### config.mk
export PLATFORM = sky130hd
export DESIGN_NAME = fetch_prefetch_queue
export DESIGN_NICKNAME = d
export VERILOG_FILES = /design/src/rtl/fetch_pkg.sv /design/src/rtl/fetch_word_fifo.sv /design/src/rtl/fetch_prefetch_queue.sv
export SDC_FILE = /design/constraint.sdc
export NUM_CORES = 1
export LEC_CHECK = 0
export BUFFER_PORTS_ARGS = -buffer_cell sky130_fd_sc_hd__buf_2
export CAP_MARGIN = 10
export CORE_MARGIN = 3
export CORE_UTILIZATION = 45
export CTS_CLUSTER_DIAMETER = 100
export DETAILED_ROUTE_END_ITERATION = 8
export GPL_ROUTABILITY_DRIVEN = 0
export HOLD_SLACK_MARGIN = 0.12
export PLACE_DENSITY = 0.65
export SLEW_MARGIN = 20
export SYNTH_ARGS = -nofsm -noshare
export SYNTH_HDL_FRONTEND = slang
export SYNTH_HIERARCHICAL = 1
export SYNTH_SLANG_ARGS = --single-unit
### constraint.sdc
create_clock -name clk -period 4.8 [get_ports clk]
set_input_delay 0.48 -clock clk [delete_from_list [all_inputs] [get_ports clk]]
set_output_delay 0.48 -clock clk [all_outputs]
set_load 0.1 [all_outputs]
### src/rtl/fetch_pkg.sv
// Shared fetch types: parcel kinds, RVC length mask and counter-width helper.
// Purely combinational definitions; no latency.
// No flow control of its own.
package fetch_pkg;

    localparam int         XLEN     = 32;
    localparam logic [1:0] RVC_MASK = 2'b11;

    typedef enum logic [1:0] {
        PARCEL_C_LO,
        PARCEL_W,
        PARCEL_C_HI,
        PARCEL_SPLIT
    } parcel_kind_e;

    // Width able to hold the values 0..n inclusive (CNT_W = $clog2(DEPTH+1)).
    function automatic int cnt_width(input int n);
        return $clog2(n + 1);
    endfunction

endpackage

### src/rtl/fetch_word_fifo.sv
// Word queue with head/next peek for the parcel aligner.
// Push visible at head one cycle later; pop takes effect at the clock edge.
// No internal backpressure: the issuer's credit accounting keeps it from overflowing.
module fetch_word_fifo
    import fetch_pkg::*;
#(
    parameter  int DEPTH = 4,
    parameter  int WIDTH = XLEN,
    localparam int CNT_W = cnt_width(DEPTH)
) (
    input  logic             clk,
    input  logic             rst,
    input  logic             clear_i,
    input  logic             push_i,
    input  logic [WIDTH-1:0] push_dat_i,
    input  logic             pop_i,
    output logic [WIDTH-1:0] head_dat_o,
    output logic [WIDTH-1:0] next_dat_o,
    output logic [CNT_W-1:0] count_o
);

    localparam int PTR_W = $clog2(DEPTH);

    logic [WIDTH-1:0] mem_q [DEPTH];
    logic [WIDTH-1:0] mem_d [DEPTH];
    logic [PTR_W-1:0] rd_ptr_q, rd_ptr_d;
    logic [PTR_W-1:0] wr_ptr_q, wr_ptr_d;
    logic [CNT_W-1:0] count_q, count_d;

    always_comb begin
        mem_d    = mem_q;
        rd_ptr_d = rd_ptr_q;
        wr_ptr_d = wr_ptr_q;
        count_d  = count_q;
        if (clear_i) begin
            rd_ptr_d = '0;
            wr_ptr_d = '0;
            count_d  = '0;
        end else begin
            if (push_i) begin
                mem_d[wr_ptr_q] = push_dat_i;
                wr_ptr_d        = wr_ptr_q + PTR_W'(1);
            end
            if (pop_i) begin
                rd_ptr_d = rd_ptr_q + PTR_W'(1);
            end
            count_d = count_q + CNT_W'(push_i) - CNT_W'(pop_i);
        end
    end

    always_ff @(posedge clk) begin
        if (rst) begin
            mem_q    <= '{default: '0};
            rd_ptr_q <= '0;
            wr_ptr_q <= '0;
            count_q  <= '0;
        end else begin
            mem_q    <= mem_d;
            rd_ptr_q <= rd_ptr_d;
            wr_ptr_q <= wr_ptr_d;
            count_q  <= count_d;
        end
    end

    // Pointers wrap naturally because DEPTH is a power of two.
    assign head_dat_o = mem_q[rd_ptr_q];
    assign next_dat_o = mem_q[rd_ptr_q + PTR_W'(1)];
    assign count_o    = count_q;

endmodule

### src/rtl/fetch_prefetch_queue.sv
// Instruction prefetch: credit-limited bus issue, word queue, 16/32-bit parcel aligner (FETCH_QUEUE_COMPRESSED_EN).
// Latency: >=1 cycle from bus response to instr_valid_o; outputs combinational from queue state.
// Backpressure: instr_ready_i low holds instr_o/pc_o; issue stalls once queue + in-flight reach DEPTH.
module fetch_prefetch_queue
    import fetch_pkg::*;
#(
    parameter logic [31:0] BOOT_ADDRESS    = 32'h0000_0000,
    parameter int          DEPTH           = 4,
    parameter int          MAX_OUTSTANDING = 2
) (
    input  logic        clk,
    input  logic        rst,
    input  logic        flush_i,
    input  logic [31:0] redirect_addr_i,
    output logic        instr_valid_o,
    input  logic        instr_ready_i,
    output logic [31:0] instr_o,
    output logic [31:0] pc_o,
    output logic        is_compressed_o,
    output logic        instruction_request_o,
    output logic [31:0] instruction_addr_o,
    input  logic        instruction_response_i,
    input  logic [31:0] instruction_data_i,
    output logic        flush_bus_o
);

    localparam int CNT_W = cnt_width(DEPTH);
    localparam int OUT_W = cnt_width(MAX_OUTSTANDING);

`ifdef FETCH_QUEUE_COMPRESSED_EN
    localparam logic [31:0] BOOT_PC   = BOOT_ADDRESS;
    localparam logic        BOOT_HALF = BOOT_ADDRESS[1];
`else
    localparam logic [31:0] BOOT_PC   = {BOOT_ADDRESS[31:2], 2'b00};
    localparam logic        BOOT_HALF = 1'b0;
`endif

    logic [31:0]      fetch_addr_q, fetch_addr_d;
    logic [31:0]      out_pc_q, out_pc_d;
    logic             half_sel_q, half_sel_d;
    logic [OUT_W-1:0] outstanding_q, outstanding_d;
    logic [OUT_W-1:0] drop_q, drop_d;

    logic [CNT_W-1:0] count;
    logic [31:0]      head_dat, next_dat;
    logic [31:0]      redirect_pc;
    logic             redirect_half;
    logic [OUT_W-1:0] live_inflight;
    logic             issue, push, pop, xfer, present, compressed;
    logic [31:0]      instr;
    parcel_kind_e     kind;
    logic             unused_bits;

`ifdef FETCH_QUEUE_COMPRESSED_EN
    assign redirect_pc   = {redirect_addr_i[31:1], 1'b0};
    assign redirect_half = redirect_addr_i[1];
    assign unused_bits   = ^{redirect_addr_i[0], next_dat[31:16]};
`else
    assign redirect_pc   = {redirect_addr_i[31:2], 2'b00};
    assign redirect_half = 1'b0;
    assign unused_bits   = ^{redirect_addr_i[1:0], next_dat, half_sel_q};
`endif

    // A response landing in the flush cycle is already consumed, so it is not counted as stale.
    assign live_inflight = outstanding_q - OUT_W'(instruction_response_i);

    assign issue = !rst && !flush_i
                && (outstanding_q < OUT_W'(MAX_OUTSTANDING))
                && (int'(count) + int'(outstanding_q) < DEPTH);
    assign push  = instruction_response_i && (drop_q == '0) && !flush_i;

    always_comb begin
        kind       = PARCEL_W;
        instr      = head_dat;
        compressed = 1'b0;
        present    = (count != '0);
`ifdef FETCH_QUEUE_COMPRESSED_EN
        if (!half_sel_q) begin
            if (head_dat[1:0] != RVC_MASK) begin
                kind       = PARCEL_C_LO;
                instr      = {16'h0000, head_dat[15:0]};
                compressed = 1'b1;
            end
        end else if (head_dat[17:16] != RVC_MASK) begin
            kind       = PARCEL_C_HI;
            instr      = {16'h0000, head_dat[31:16]};
            compressed = 1'b1;
        end else begin
            kind    = PARCEL_SPLIT;
            instr   = {next_dat[15:0], head_dat[31:16]};
            present = (count >= CNT_W'(2));
        end
`endif
    end

    assign instr_valid_o   = !rst && !flush_i && present;
    assign xfer            = instr_valid_o && instr_ready_i;
    assign pop             = xfer && (kind != PARCEL_C_LO);
    assign instr_o         = instr_valid_o ? instr : 32'h0;
    assign is_compressed_o = instr_valid_o && compressed;
    assign pc_o            = rst ? 32'h0 : out_pc_q;

    assign instruction_request_o = issue;
    assign instruction_addr_o    = issue ? fetch_addr_q : 32'h0;
    assign flush_bus_o           = !rst && flush_i && (live_inflight != '0);

    always_comb begin
        fetch_addr_d  = fetch_addr_q;
        out_pc_d      = out_pc_q;
        half_sel_d    = half_sel_q;
        drop_d        = drop_q;
        outstanding_d = outstanding_q + OUT_W'(issue) - OUT_W'(instruction_response_i);
        if (flush_i) begin
            fetch_addr_d = {redirect_addr_i[31:2], 2'b00};
            out_pc_d     = redirect_pc;
            half_sel_d   = redirect_half;
            drop_d       = live_inflight;
        end else begin
            if (instruction_response_i && (drop_q != '0)) begin
                drop_d = drop_q - OUT_W'(1);
            end
            if (issue) begin
                fetch_addr_d = fetch_addr_q + 32'd4;
            end
            if (xfer) begin
                out_pc_d = out_pc_q + (compressed ? 32'd2 : 32'd4);
                case (kind)
                    PARCEL_C_LO:  half_sel_d = 1'b1;
                    PARCEL_C_HI:  half_sel_d = 1'b0;
                    PARCEL_SPLIT: half_sel_d = 1'b1;
                    default:      half_sel_d = half_sel_q;
                endcase
            end
        end
    end

    always_ff @(posedge clk) begin
        if (rst) begin
            fetch_addr_q  <= {BOOT_ADDRESS[31:2], 2'b00};
            out_pc_q      <= BOOT_PC;
            half_sel_q    <= BOOT_HALF;
            outstanding_q <= '0;
            drop_q        <= '0;
        end else begin
            fetch_addr_q  <= fetch_addr_d;
            out_pc_q      <= out_pc_d;
            half_sel_q    <= half_sel_d;
            outstanding_q <= outstanding_d;
            drop_q        <= drop_d;
        end
    end

    fetch_word_fifo #(
        .DEPTH (DEPTH),
        .WIDTH (32)
    ) u_word_fifo (
        .clk        (clk),
        .rst        (rst),
        .clear_i    (flush_i),
        .push_i     (push),
        .push_dat_i (instruction_data_i),
        .pop_i      (pop),
        .head_dat_o (head_dat),
        .next_dat_o (next_dat),
        .count_o    (count)
    );

endmodule
==> parameters.txt <==
Parameter                              Value

Placement
  Buffers added on ports    161
  Detailed-placement wirelength estimate    19470 microns
  DP Cell Count    1570

Logic synthesis
  Mapped Area    11030 sq um
  Post-synthesis instance total    1171
  Mapped Avg Cell Area    9.417 sq um
  Synth Warn #    6

Critical path
  CP Buf/Inv Count    1
  Kind of cell adding the most delay to the critical path    simple AND/OR/NAND/NOR gates
  Category of the critical setup timing path    reg2out
  Ordered cell list for the critical path    ha_1 > nand3_1 > nand2_1 > nor3_1 > buf_2
  Worst EP required    4320 ps
  Sort of element at the start of the critical path    register
  Slowest cell on the critical path    sky130_fd_sc_hd__dfxtp_1
  Sort of element at the end of the critical path    output pin
  Largest stage delay, worst path    500 ps
  Worst-path maximum fanout    13
  Data arrival time at the worst-slack endpoint    2760 ps

CTS
  Inserted Clock Buffers    17
  Reg clk slew, reported paths    80 ps
  Post-cts sizing count    0
  H-tree depth    4
  Clock tree from TritonCTS    done
  Post-cts hold buffer count    0
  CTS root buffer    sky130_fd_sc_hd__clkbuf_16
  Sinks on Clock Net    199
  Setup bufs post-CTS    0
  Clock insertion delay at the later pin of the skew report    440 ps
  Maximum clock insertion buffer count    2

Routing
  Pre-antenna DRT Iters    5
  Antenna Nets Post-Route    0
  Number of vias per cell    5.546
  DRC violation count after routing    0
  Initial DRC count    715
  Via count    8890
  Total length of routed wires    28460 microns
  Routed length per placed instance    17.75 microns

Power
  Power per cell area    301.9 nW/um^2
  Switching power    1.194 mW
  Worst supply voltage drop on vdd    0.2025 mV
  Clock share of power    0.384
  Int Power    2.583 mW
  Sw Share    0.3163
  Share of power burned in combinational logic    0.146
  Total Power Consumption    3.777 mW
  Fraction of power consumed by sequential logic    0.469
  Leakage power figure    5.388 nW

Floorplan
  Overall die area    26420 sq um
  Die outline width    162.5 microns
  Floorplan row count    56
  Vert. Die Dim    162.5 microns
  I/O pin cnt    169
  Starting Density    0.4642
  CORE AREA    23750 sq um

Timing
  Unrepaired setup endpoints after global routing    false
  Final min period    3236 ps
  Hold violation total from the final report    0
  Final count of pins violating max slew    0
  Transition time at the pin with the least slew margin    1052 ps
  Fmax achieved    0.3090 GHz
  Remaining max-slew budget at the tightest pin    0.2985
  Skew final    17.76 ps
  Final-report setup violation count    0
  Share of the clock period used by the worst path    0.6742
  Accumulated negative setup slack    0 ps

Finish
  Filler instances    2209
  Nets    1352
  Synthesis-to-layout area growth    13.47%
  Share of final-layout standard cells stronger than drive strength 1    0.1931
  Antenna cells    0
  Non-filler cells in the finished layout    1603

Run
  Reported max-cap violation count    0

Global routing
  First-pass GRT wire length    44860 microns
  Overall overflow remaining after global route    0
  Antenna violations before repair    1
  Total Routing Usage GR    0.2121
  Number of global-route vias before repair    8362
  Maximum number of pins on one net before global-route repair    157

Outcome
  Result of the run    finished, final reports clean

Hold path
  Worst min-delay path category    in2reg
power groups by stage:
stage	Combinational (mW)	Sequential (mW)	Clock [mW]
after floorplan	0.442	1.78	0
after global placement	0.547	1.81	0
after detailed placement	0.552	1.81	0
after CTS	0.554	1.77	1.48
after global routing	0.592	1.78	1.56
final	0.553	1.77	1.45
path summary, 6_finish.rpt:
path / from / to / slack (ps) / cells past startpoint
worst min-delay path: redirect_addr_i[25] / out_pc_q[25] / 320 / 3
worst min register to register: u_word_fifo/mem_q[86] / u_word_fifo/mem_q[86] / 470 / 2
worst max-delay path: u_word_fifo/count_o[1] / instruction_addr_o[14] / 1560 / 5
worst max register to register: u_word_fifo/count_o[2] / u_word_fifo/count_o[2] / 2020 / 9
layout by cell type (no fill, tap or decap), types with 5 or more instances in the layout:
| cell type | n |
|---|---|
| sky130_fd_sc_hd__a211oi_1 | 6 |
| sky130_fd_sc_hd__a21boi_1 | 17 |
| sky130_fd_sc_hd__a21oi_1 | 27 |
| sky130_fd_sc_hd__a311oi_1 | 7 |
| sky130_fd_sc_hd__a31oi_1 | 11 |
| sky130_fd_sc_hd__and2_1 | 65 |
| sky130_fd_sc_hd__and3_1 | 20 |
| sky130_fd_sc_hd__and4_1 | 11 |
| sky130_fd_sc_hd__buf_2 | 160 |
| sky130_fd_sc_hd__buf_4 | 11 |
| sky130_fd_sc_hd__clkbuf_16 | 17 |
| sky130_fd_sc_hd__clkinv_8 | 5 |
| sky130_fd_sc_hd__conb_1 | 5 |
| sky130_fd_sc_hd__dfxtp_1 | 197 |
| sky130_fd_sc_hd__ha_1 | 11 |
| sky130_fd_sc_hd__inv_1 | 39 |
| sky130_fd_sc_hd__inv_8 | 5 |
| sky130_fd_sc_hd__mux2i_1 | 131 |
| sky130_fd_sc_hd__mux4_2 | 32 |
| sky130_fd_sc_hd__nand2_1 | 29 |
| sky130_fd_sc_hd__nand2b_1 | 162 |
| sky130_fd_sc_hd__nand3_1 | 28 |
| sky130_fd_sc_hd__nand3b_1 | 5 |
| sky130_fd_sc_hd__nand4_1 | 37 |
| sky130_fd_sc_hd__nor2_1 | 32 |
| sky130_fd_sc_hd__nor2b_1 | 34 |
| sky130_fd_sc_hd__nor3_1 | 16 |
| sky130_fd_sc_hd__nor3b_1 | 8 |
| sky130_fd_sc_hd__nor4_1 | 13 |
| sky130_fd_sc_hd__nor4b_1 | 6 |
| sky130_fd_sc_hd__o21ai_0 | 9 |
| sky130_fd_sc_hd__o21bai_1 | 7 |
| sky130_fd_sc_hd__o31a_1 | 13 |
| sky130_fd_sc_hd__o31ai_1 | 10 |
| sky130_fd_sc_hd__or3_1 | 5 |
| sky130_fd_sc_hd__or4_1 | 17 |
| sky130_fd_sc_hd__xnor2_1 | 10 |
| sky130_fd_sc_hd__xor2_1 | 12 |
state kept, by name (all words and copies together), names as in the netlist:
name                  flops
u_word_fifo/mem_q       128
fetch_addr_q             30
out_pc_q                 30
u_word_fifo/count_o       3
drop_q                    2
outstanding_q             2
u_word_fifo/rd_ptr_q      2
u_word_fifo/wr_ptr_q      2
stage by stage:
step / area [sq um] / setup WS [ps] / utilization / hold slack [ps]
CTS: 12480 / 1474 / 0.5254 / 292.6
global placement: 11870 / 1525 / 0.4997 / 456.8
floorplan: 11040 / 1233 / - / 445.5
finish: 12510 / 1564 / 0.5268 / 316.2
global route: 12510 / 1369 / 0.5268 / 321.2
detailed placement: 11880 / 1569 / 0.4999 / 457.2
final cells by class:
class,count,area [sq um],share of cell area
timing repair buffer,174,933.4,0.07460
multi-input combinational,839,6437,0.5145
clock buffer,17,425.4,0.03400
inverter,40,150.1,0.01200
sequential,199,3986,0.3186
clock inverter,15,180.2,0.01440
tap,319,399.1,0.03190
routing by layer:
metal / vias up / part of all wire / track usage
met5: - / 0.00032 / 0
met4: 2 / 0.023 / 0.06844
met3: 37 / 0.066 / 0.04044
met2: 276 / 0.46 / 0.3461
met1: 4220 / 0.45 / 0.2850
li1: 4355 / - / -
tightest hold or removal path, stage by stage:
cell,delay (ps)
sky130_fd_sc_hd__buf_2,100
sky130_fd_sc_hd__a32oi_1,60
sky130_fd_sc_hd__o311ai_1,80
Power figures use the tool's default switching activity.
